===== src/rtl/fifo_ptr_ctrl_pkg.sv =====
// Shared constants and types for the FIFO pointer/flag controller.
// Holds the default geometry, threshold defaults and the registered flag bundle.
package fifo_ptr_ctrl_pkg;

    localparam int unsigned AddrWDef    = 8;
    localparam int unsigned DepthDef    = 2 ** AddrWDef;
    localparam int unsigned AfThreshDef = 240;
    localparam int unsigned AeThreshDef = 16;

    typedef struct packed {
        logic full;
        logic empty;
        logic almost_full;
        logic almost_empty;
        logic overflow;
        logic underflow;
    } fifo_flags_t;

    localparam fifo_flags_t FlagsRst = '{
        full:         1'b0,
        empty:        1'b1,
        almost_full:  1'b0,
        almost_empty: 1'b1,
        overflow:     1'b0,
        underflow:    1'b0
    };

    // Occupancy and internal pointers carry one extra wrap bit.
    function automatic int unsigned cnt_width(input int unsigned addr_w);
        return addr_w + 1;
    endfunction

endpackage


===== src/rtl/fifo_ptr_cnt.sv =====
// Wrapping (ADDR_W+1)-bit pointer register with increment enable.
// The MSB is the wrap bit used to tell full from empty.
module fifo_ptr_cnt #(
    parameter int unsigned ADDR_W = 8
) (
    input  logic            clk_i,
    input  logic            rst_i,
    input  logic            inc_i,
    output logic [ADDR_W:0] ptr_o
);

    localparam logic [ADDR_W:0] PtrOne = {{ADDR_W{1'b0}}, 1'b1};

    logic [ADDR_W:0] ptr_q;
    logic [ADDR_W:0] ptr_d;

    always_comb begin
        ptr_d = ptr_q;
        if (inc_i) begin
            ptr_d = ptr_q + PtrOne;
        end
    end

    always_ff @(posedge clk_i or posedge rst_i) begin
        if (rst_i) begin
            ptr_q <= '0;
        end else begin
            ptr_q <= ptr_d;
        end
    end

    assign ptr_o = ptr_q;

endmodule


===== src/rtl/fifo_ptr_ctrl.sv =====
// Pointer and flag controller for a synchronous-write / asynchronous-read FIFO array.
// Occupancy is derived from the pointer difference; flags are registered from next occupancy.
module fifo_ptr_ctrl
    import fifo_ptr_ctrl_pkg::*;
#(
    parameter int unsigned ADDR_W    = AddrWDef,
    parameter int unsigned AF_THRESH = AfThreshDef,
    parameter int unsigned AE_THRESH = AeThreshDef
) (
    input  logic              CLK,
    input  logic              RST,
    input  logic              WR_EN,
    input  logic              RD_EN,
    input  logic              CLR_ERR,
    output logic              WE,
    output logic [ADDR_W-1:0] WR_PTR,
    output logic [ADDR_W-1:0] RD_PTR,
    output logic              RD_VALID,
    output logic [ADDR_W:0]   COUNT,
    output logic              FULL,
    output logic              EMPTY,
    output logic              ALMOST_FULL,
    output logic              ALMOST_EMPTY,
    output logic              OVERFLOW,
    output logic              UNDERFLOW
);

    localparam int unsigned     CntW   = cnt_width(ADDR_W);
    localparam logic [CntW-1:0] CntOne = CntW'(1);
    localparam logic [CntW-1:0] DepthC = CntW'(2 ** ADDR_W);
    localparam logic [CntW-1:0] AfC    = CntW'(AF_THRESH);
    localparam logic [CntW-1:0] AeC    = CntW'(AE_THRESH);

    logic [CntW-1:0] wr_ptr;
    logic [CntW-1:0] rd_ptr;
    logic [CntW-1:0] count_cur;
    logic [CntW-1:0] count_d;
    logic            wr_acc;
    logic            rd_acc;
    fifo_flags_t     flags_q;
    fifo_flags_t     flags_d;

    // A push while full is legal only alongside a pop: the head is consumed
    // combinationally and its slot is rewritten on the same edge.
    assign rd_acc = RD_EN & ~flags_q.empty;
    assign wr_acc = WR_EN & (~flags_q.full | RD_EN);

    fifo_ptr_cnt #(
        .ADDR_W (ADDR_W)
    ) u_wr_ptr (
        .clk_i (CLK),
        .rst_i (RST),
        .inc_i (wr_acc),
        .ptr_o (wr_ptr)
    );

    fifo_ptr_cnt #(
        .ADDR_W (ADDR_W)
    ) u_rd_ptr (
        .clk_i (CLK),
        .rst_i (RST),
        .inc_i (rd_acc),
        .ptr_o (rd_ptr)
    );

    assign count_cur = wr_ptr - rd_ptr;

    always_comb begin
        count_d = count_cur;
        unique case ({wr_acc, rd_acc})
            2'b10:   count_d = count_cur + CntOne;
            2'b01:   count_d = count_cur - CntOne;
            default: count_d = count_cur;
        endcase
    end

    // Error flags are sticky; a fresh error in the clearing cycle wins.
    always_comb begin
        flags_d              = flags_q;
        flags_d.full         = (count_d == DepthC);
        flags_d.empty        = (count_d == '0);
        flags_d.almost_full  = (count_d >= AfC);
        flags_d.almost_empty = (count_d <= AeC);
        flags_d.overflow     = (WR_EN & ~wr_acc) | (flags_q.overflow & ~CLR_ERR);
        flags_d.underflow    = (RD_EN & flags_q.empty) | (flags_q.underflow & ~CLR_ERR);
    end

    always_ff @(posedge CLK or posedge RST) begin
        if (RST) begin
            flags_q <= FlagsRst;
        end else begin
            flags_q <= flags_d;
        end
    end

    assign WE           = wr_acc & ~RST;
    assign WR_PTR       = wr_ptr[ADDR_W-1:0];
    assign RD_PTR       = rd_ptr[ADDR_W-1:0];
    assign COUNT        = count_cur;
    assign RD_VALID     = ~flags_q.empty;
    assign FULL         = flags_q.full;
    assign EMPTY        = flags_q.empty;
    assign ALMOST_FULL  = flags_q.almost_full;
    assign ALMOST_EMPTY = flags_q.almost_empty;
    assign OVERFLOW     = flags_q.overflow;
    assign UNDERFLOW    = flags_q.underflow;

endmodule


===== config.mk =====
export PLATFORM = sky130hd
export DESIGN_NAME = fifo_ptr_ctrl
export DESIGN_NICKNAME = d
export VERILOG_FILES = /design/src/rtl/fifo_ptr_ctrl_pkg.sv /design/src/rtl/fifo_ptr_cnt.sv /design/src/rtl/fifo_ptr_ctrl.sv
export SDC_FILE = /design/constraint.sdc
export NUM_CORES = 1
export LEC_CHECK = 0
export ABC_AREA = 1
export CAP_MARGIN = 10
export CORE_MARGIN = 2
export CORE_UTILIZATION = 40
export DETAILED_ROUTE_END_ITERATION = 10
export DONT_BUFFER_PORTS = 1
export HOLD_SLACK_MARGIN = 0.1
export PLACE_DENSITY = 0.61
export SETUP_SLACK_MARGIN = 0.3
export SLEW_MARGIN = 10
export SYNTH_ARGS = -nofsm -noshare
export SYNTH_HDL_FRONTEND = slang
export SYNTH_HIERARCHICAL = 1
export SYNTH_SLANG_ARGS = --single-unit

===== constraint.sdc =====
create_clock -name CLK -period 3.47 [get_ports CLK]
set_input_delay 0.5205 -clock CLK [delete_from_list [all_inputs] [get_ports CLK]]
set_output_delay 0.5205 -clock CLK [all_outputs]
set_load 0.01 [all_outputs]

==> results <==
- In this run, distinct cell masters in the synthesized netlist total 26.
- The relative max-transition margin is 0.735.
- No sink is reached through more buffers than the 2 on the longest clock path.
- Setup repair after global routing left no endpoint under its margin.
- At the pin with the least slew margin, the transition time is 0.397 ns.
- The relative area change from synthesis to final layout is 15.1%.
- The max-capacitance violation count is 0.
- The number of setup violations in the final report is 0.
- Based on the critical path, the design can be clocked at up to 339 MHz.
- STA classifies the critical path startpoint as a flop.
- Counting every sink on the clock net gives 24.
- The critical setup path kind is flop to flop.
- Entering global routing, the biggest net connects 15 pins.
- The most common cell after layout, fill and taps aside is sky130_fd_sc_hd__nand2_1.
- The fill cell total of the finished layout is 580.
- The arrival time at the worst endpoint is between 3 and 4 ns.
- Before antenna repair, the detailed router went through 4 iterations.
- The remaining design rule violation count is 0.
- Walking the worst path, the cells encountered are inv_2 > ha_4 > fa_2 > inv_2 > nand3_1 > nand2_2 > xor2_2 > ha_4 > nand2_1 > inv_1 > nand4_1 > nand4_1 > nand2_1 > nand2_1 > nand2_1 > nand3_1 > nand3b_1 > a21oi_1.
- In the final routed layout, each cell accounts on average for roughly 12 um.
- The DRC violation total after the first TritonRoute iteration is 85.
- The final-report max-slew violation count came to 0.
- The number of port buffers is 0.
- The floorplan die width is 78.8 um.
- Among the stages of the critical path, the cell type that occurs most often is sky130_fd_sc_hd__nand2_1.
- The worst-path maximum fanout is 5.
- For this design, the slowest cell found on the critical path is sky130_fd_sc_hd__dfrtp_2.
- The number of primary I/O pins is 38.
- 0 antenna diodes ended up in the layout.
- The run finished with clean final reports.
- The worst min-delay path class is input port to async pin.
- The wire-length estimate of the detail-placed layout is around 4100 um.
- For this block, the via count after detailed routing is between 1500 and 2000.
- The synthesized netlist occupies a cell area of 2240 um^2.
- The die is 78.8 um tall.
- The register bit total from synthesis is 24.
- Of the synthesized area, sequential elements account for 0.269.
- The number of vias per cell is 4.81.
- Of the available clock period, the critical path in the final layout requires 0.850.
- Tracing the worst setup path back leads to its startpoint at u_wr_ptr/ptr_o[0].
- In the final layout, the share of cells above drive strength 1 is 0.200.
- The number of global-route vias before repair is a little under 2000.
- Buffers inserted during clock tree synthesis total 3.
- The clock arrives with 0.00676 ns of skew.
- For this configuration, the core starts out at a cell density of 0.409.
- The number of antenna-violating nets in the routed design is 0.
- The number of nets in the synthesized netlist is 355.
- The overall fraction of global-route tracks in use is 0.175.
- The die covers 6210 um^2.
- Global routing finished with a remaining overflow of 0.
- The first-pass GRT wire length is 8800 um.
- In this run the number of H-tree levels came out at 1.
- The startpoint identified for the worst register-to-register timing path is u_wr_ptr/ptr_o[0].
- Summing all multi-input logic gate instances after layout gives 1450 um^2.
- The synthesized area per cell is 6.79 um^2.
- At the end of the flow, the number of nets in the layout was 366.
- The sequential cell area is 612 um^2.
- The cell sitting at the root of the clock tree is a sky130_fd_sc_hd__clkbuf_8.
- The count of yosys warnings during synthesis is 6.
- The post-CTS clock slew at the launch and capture registers of the worst setup and hold paths is 0.09 ns.
- The endpoint class of the critical path is a flop.
- TritonCTS built the clock tree.
- For this block, the routed nets add up to between 5000 and 6000 um of wire.
- After floorplanning, the core was divided into 27 placement rows.
- In the layout the commonest cells are 91 x sky130_fd_sc_hd__nand2_1, 72 x sky130_fd_sc_hd__inv_1, 29 x sky130_fd_sc_hd__nand3_1.
- The final hold violation count is 0.
- Clock latency on the worst-skew pair, taken at its later pin, is around 0.27 ns.
- The largest stage delay on the critical path is 0.46 ns.
- The global placer's final weighted congestion is 0.835.
- The aggregate negative setup slack is 0 ns.
- The initial antenna violation count came to 0.
- The required time at the endpoint of the critical path is 3.66 ns.
- In this run the standard cell core region covers about 5500 um^2.
- The post-synthesis instance total is 330.
- After layout, the minimum clock period comes to 2.95 ns.
## per-stage QoR
step / hold WS, ns / instance area [um^2] / utilization / std cells / setup WS, ns
after floorplan: 0.310 / 2240 / - / 330 / 0.539
final: 0.103 / 2580 / 0.471 / 412 / 0.519
after CTS: 0.103 / 2450 / 0.447 / 411 / 0.320
after global routing: 0.128 / 2580 / 0.471 / 412 / 0.273
after detailed placement: 0.342 / 2360 / 0.432 / 406 / 0.279
after global placement: 0.338 / 2360 / 0.432 / 406 / 0.348
## critical path, delay by kind of cell (launching register included)
family | cells | cell delay, ns
flip-flops | 1 | 0.46
XOR/XNOR | 1 | 0.24
AO/OA/AOI/OAI | 1 | 0.13
adder cells (fa/ha/maj) | 3 | 0.85
AND/OR/NAND/NOR | 10 | 1.00
buffers and inverters | 3 | 0.20
## what timing repair did
item	4_1_cts	5_1_grt
resized for setup	1	30
hold endpoints to repair	4	0
setup buffers	0	1
setup endpoints to repair	3	4
pin swaps	0	10
hold buffers	1	0
## cells in the mapped netlist
cell | n | area (um^2)
sky130_fd_sc_hd__dfrtp_1 | 22 | 551
sky130_fd_sc_hd__clkbuf_1 | 1 | 3.75
sky130_fd_sc_hd__nor2_4 | 4 | 45.0
sky130_fd_sc_hd__nand2_4 | 2 | 22.5
sky130_fd_sc_hd__nand3_2 | 5 | 50.1
sky130_fd_sc_hd__o21a_1 | 1 | 7.51
sky130_fd_sc_hd__nand4_1 | 10 | 62.6
sky130_fd_sc_hd__a21oi_1 | 8 | 40.0
sky130_fd_sc_hd__nor2_1 | 14 | 52.6
sky130_fd_sc_hd__nand2_2 | 11 | 68.8
sky130_fd_sc_hd__ha_1 | 18 | 225
sky130_fd_sc_hd__dfstp_2 | 2 | 52.6
sky130_fd_sc_hd__mux2_1 | 2 | 22.5
sky130_fd_sc_hd__o22ai_1 | 1 | 6.26
sky130_fd_sc_hd__a21oi_2 | 1 | 8.76
sky130_fd_sc_hd__nand2_1 | 94 | 353
sky130_fd_sc_hd__fa_1 | 2 | 40.0
sky130_fd_sc_hd__xnor2_1 | 5 | 43.8
sky130_fd_sc_hd__nor3_1 | 1 | 5.00
sky130_fd_sc_hd__o21bai_1 | 1 | 7.51
sky130_fd_sc_hd__nand3b_1 | 2 | 15.0
sky130_fd_sc_hd__o21ai_0 | 2 | 10.0
sky130_fd_sc_hd__nand3_1 | 30 | 150
sky130_fd_sc_hd__xor2_1 | 11 | 96.3
sky130_fd_sc_hd__inv_1 | 76 | 285
sky130_fd_sc_hd__inv_2 | 4 | 15.0
## cell families (layout without fill, tap and decap cells)
logic type | count (synthesis) | count (layout) | share of synthesized area
xor gates and xnor gates | 16 | 16 | 0.0626
adders and majority gates | 20 | 20 | 0.118
DFF | 24 | 24 | 0.269
buffers and inverters | 81 | 91 | 0.136
muxes | 2 | 2 | 0.0101
and+or+nand+nor | 173 | 173 | 0.368
AOI/OAI and AO/OA | 14 | 14 | 0.0358
## final cells by class
class | count | area share
clock inverter | 1 | 0.0116
timing repair buffer | 7 | 0.0213
sequential | 24 | 0.237
tap | 72 | 0.0349
inverter | 80 | 0.117
clock buffer | 3 | 0.0160
multi-input combinational | 225 | 0.561
## metal layers
| metal | vias to the layer above | part of all wire | global-route usage |
|---|---|---|---|
| met5 | - | 0 | 0 |
| met4 | 0 | 0.0087 | 0.0517 |
| met3 | 4 | 0.050 | 0.0239 |
| met2 | 43 | 0.47 | 0.298 |
| met1 | 905 | 0.47 | 0.233 |
| li1 | 1028 | - | - |
## flip-flops by register name, indices dropped and copies added (netlist names)
register / flops
FULL: 1
ALMOST_EMPTY: 1
u_wr_ptr/ptr_o: 9
OVERFLOW: 1
UNDERFLOW: 1
ALMOST_FULL: 1
u_rd_ptr/ptr_o: 9
EMPTY: 1
## final timing paths
| check | slack [ns] | endpoint | cells after the start |
|---|---|---|---|
| min | 0.10 | u_rd_ptr/ptr_o[7] | 1 |
| max in group asynchronous | 2.61 | ALMOST_EMPTY | 2 |
| max | 0.52 | FULL | 18 |
| max reg2reg | 0.52 | FULL | 18 |
| min reg2reg | 0.55 | u_rd_ptr/ptr_o[3] | 1 |
| min in group CLK | 0.35 | UNDERFLOW | 1 |
Power is left out: the tool's default activity adds up to more than one toggle a clock period on the data nets, which glitch-free logic cannot reach.
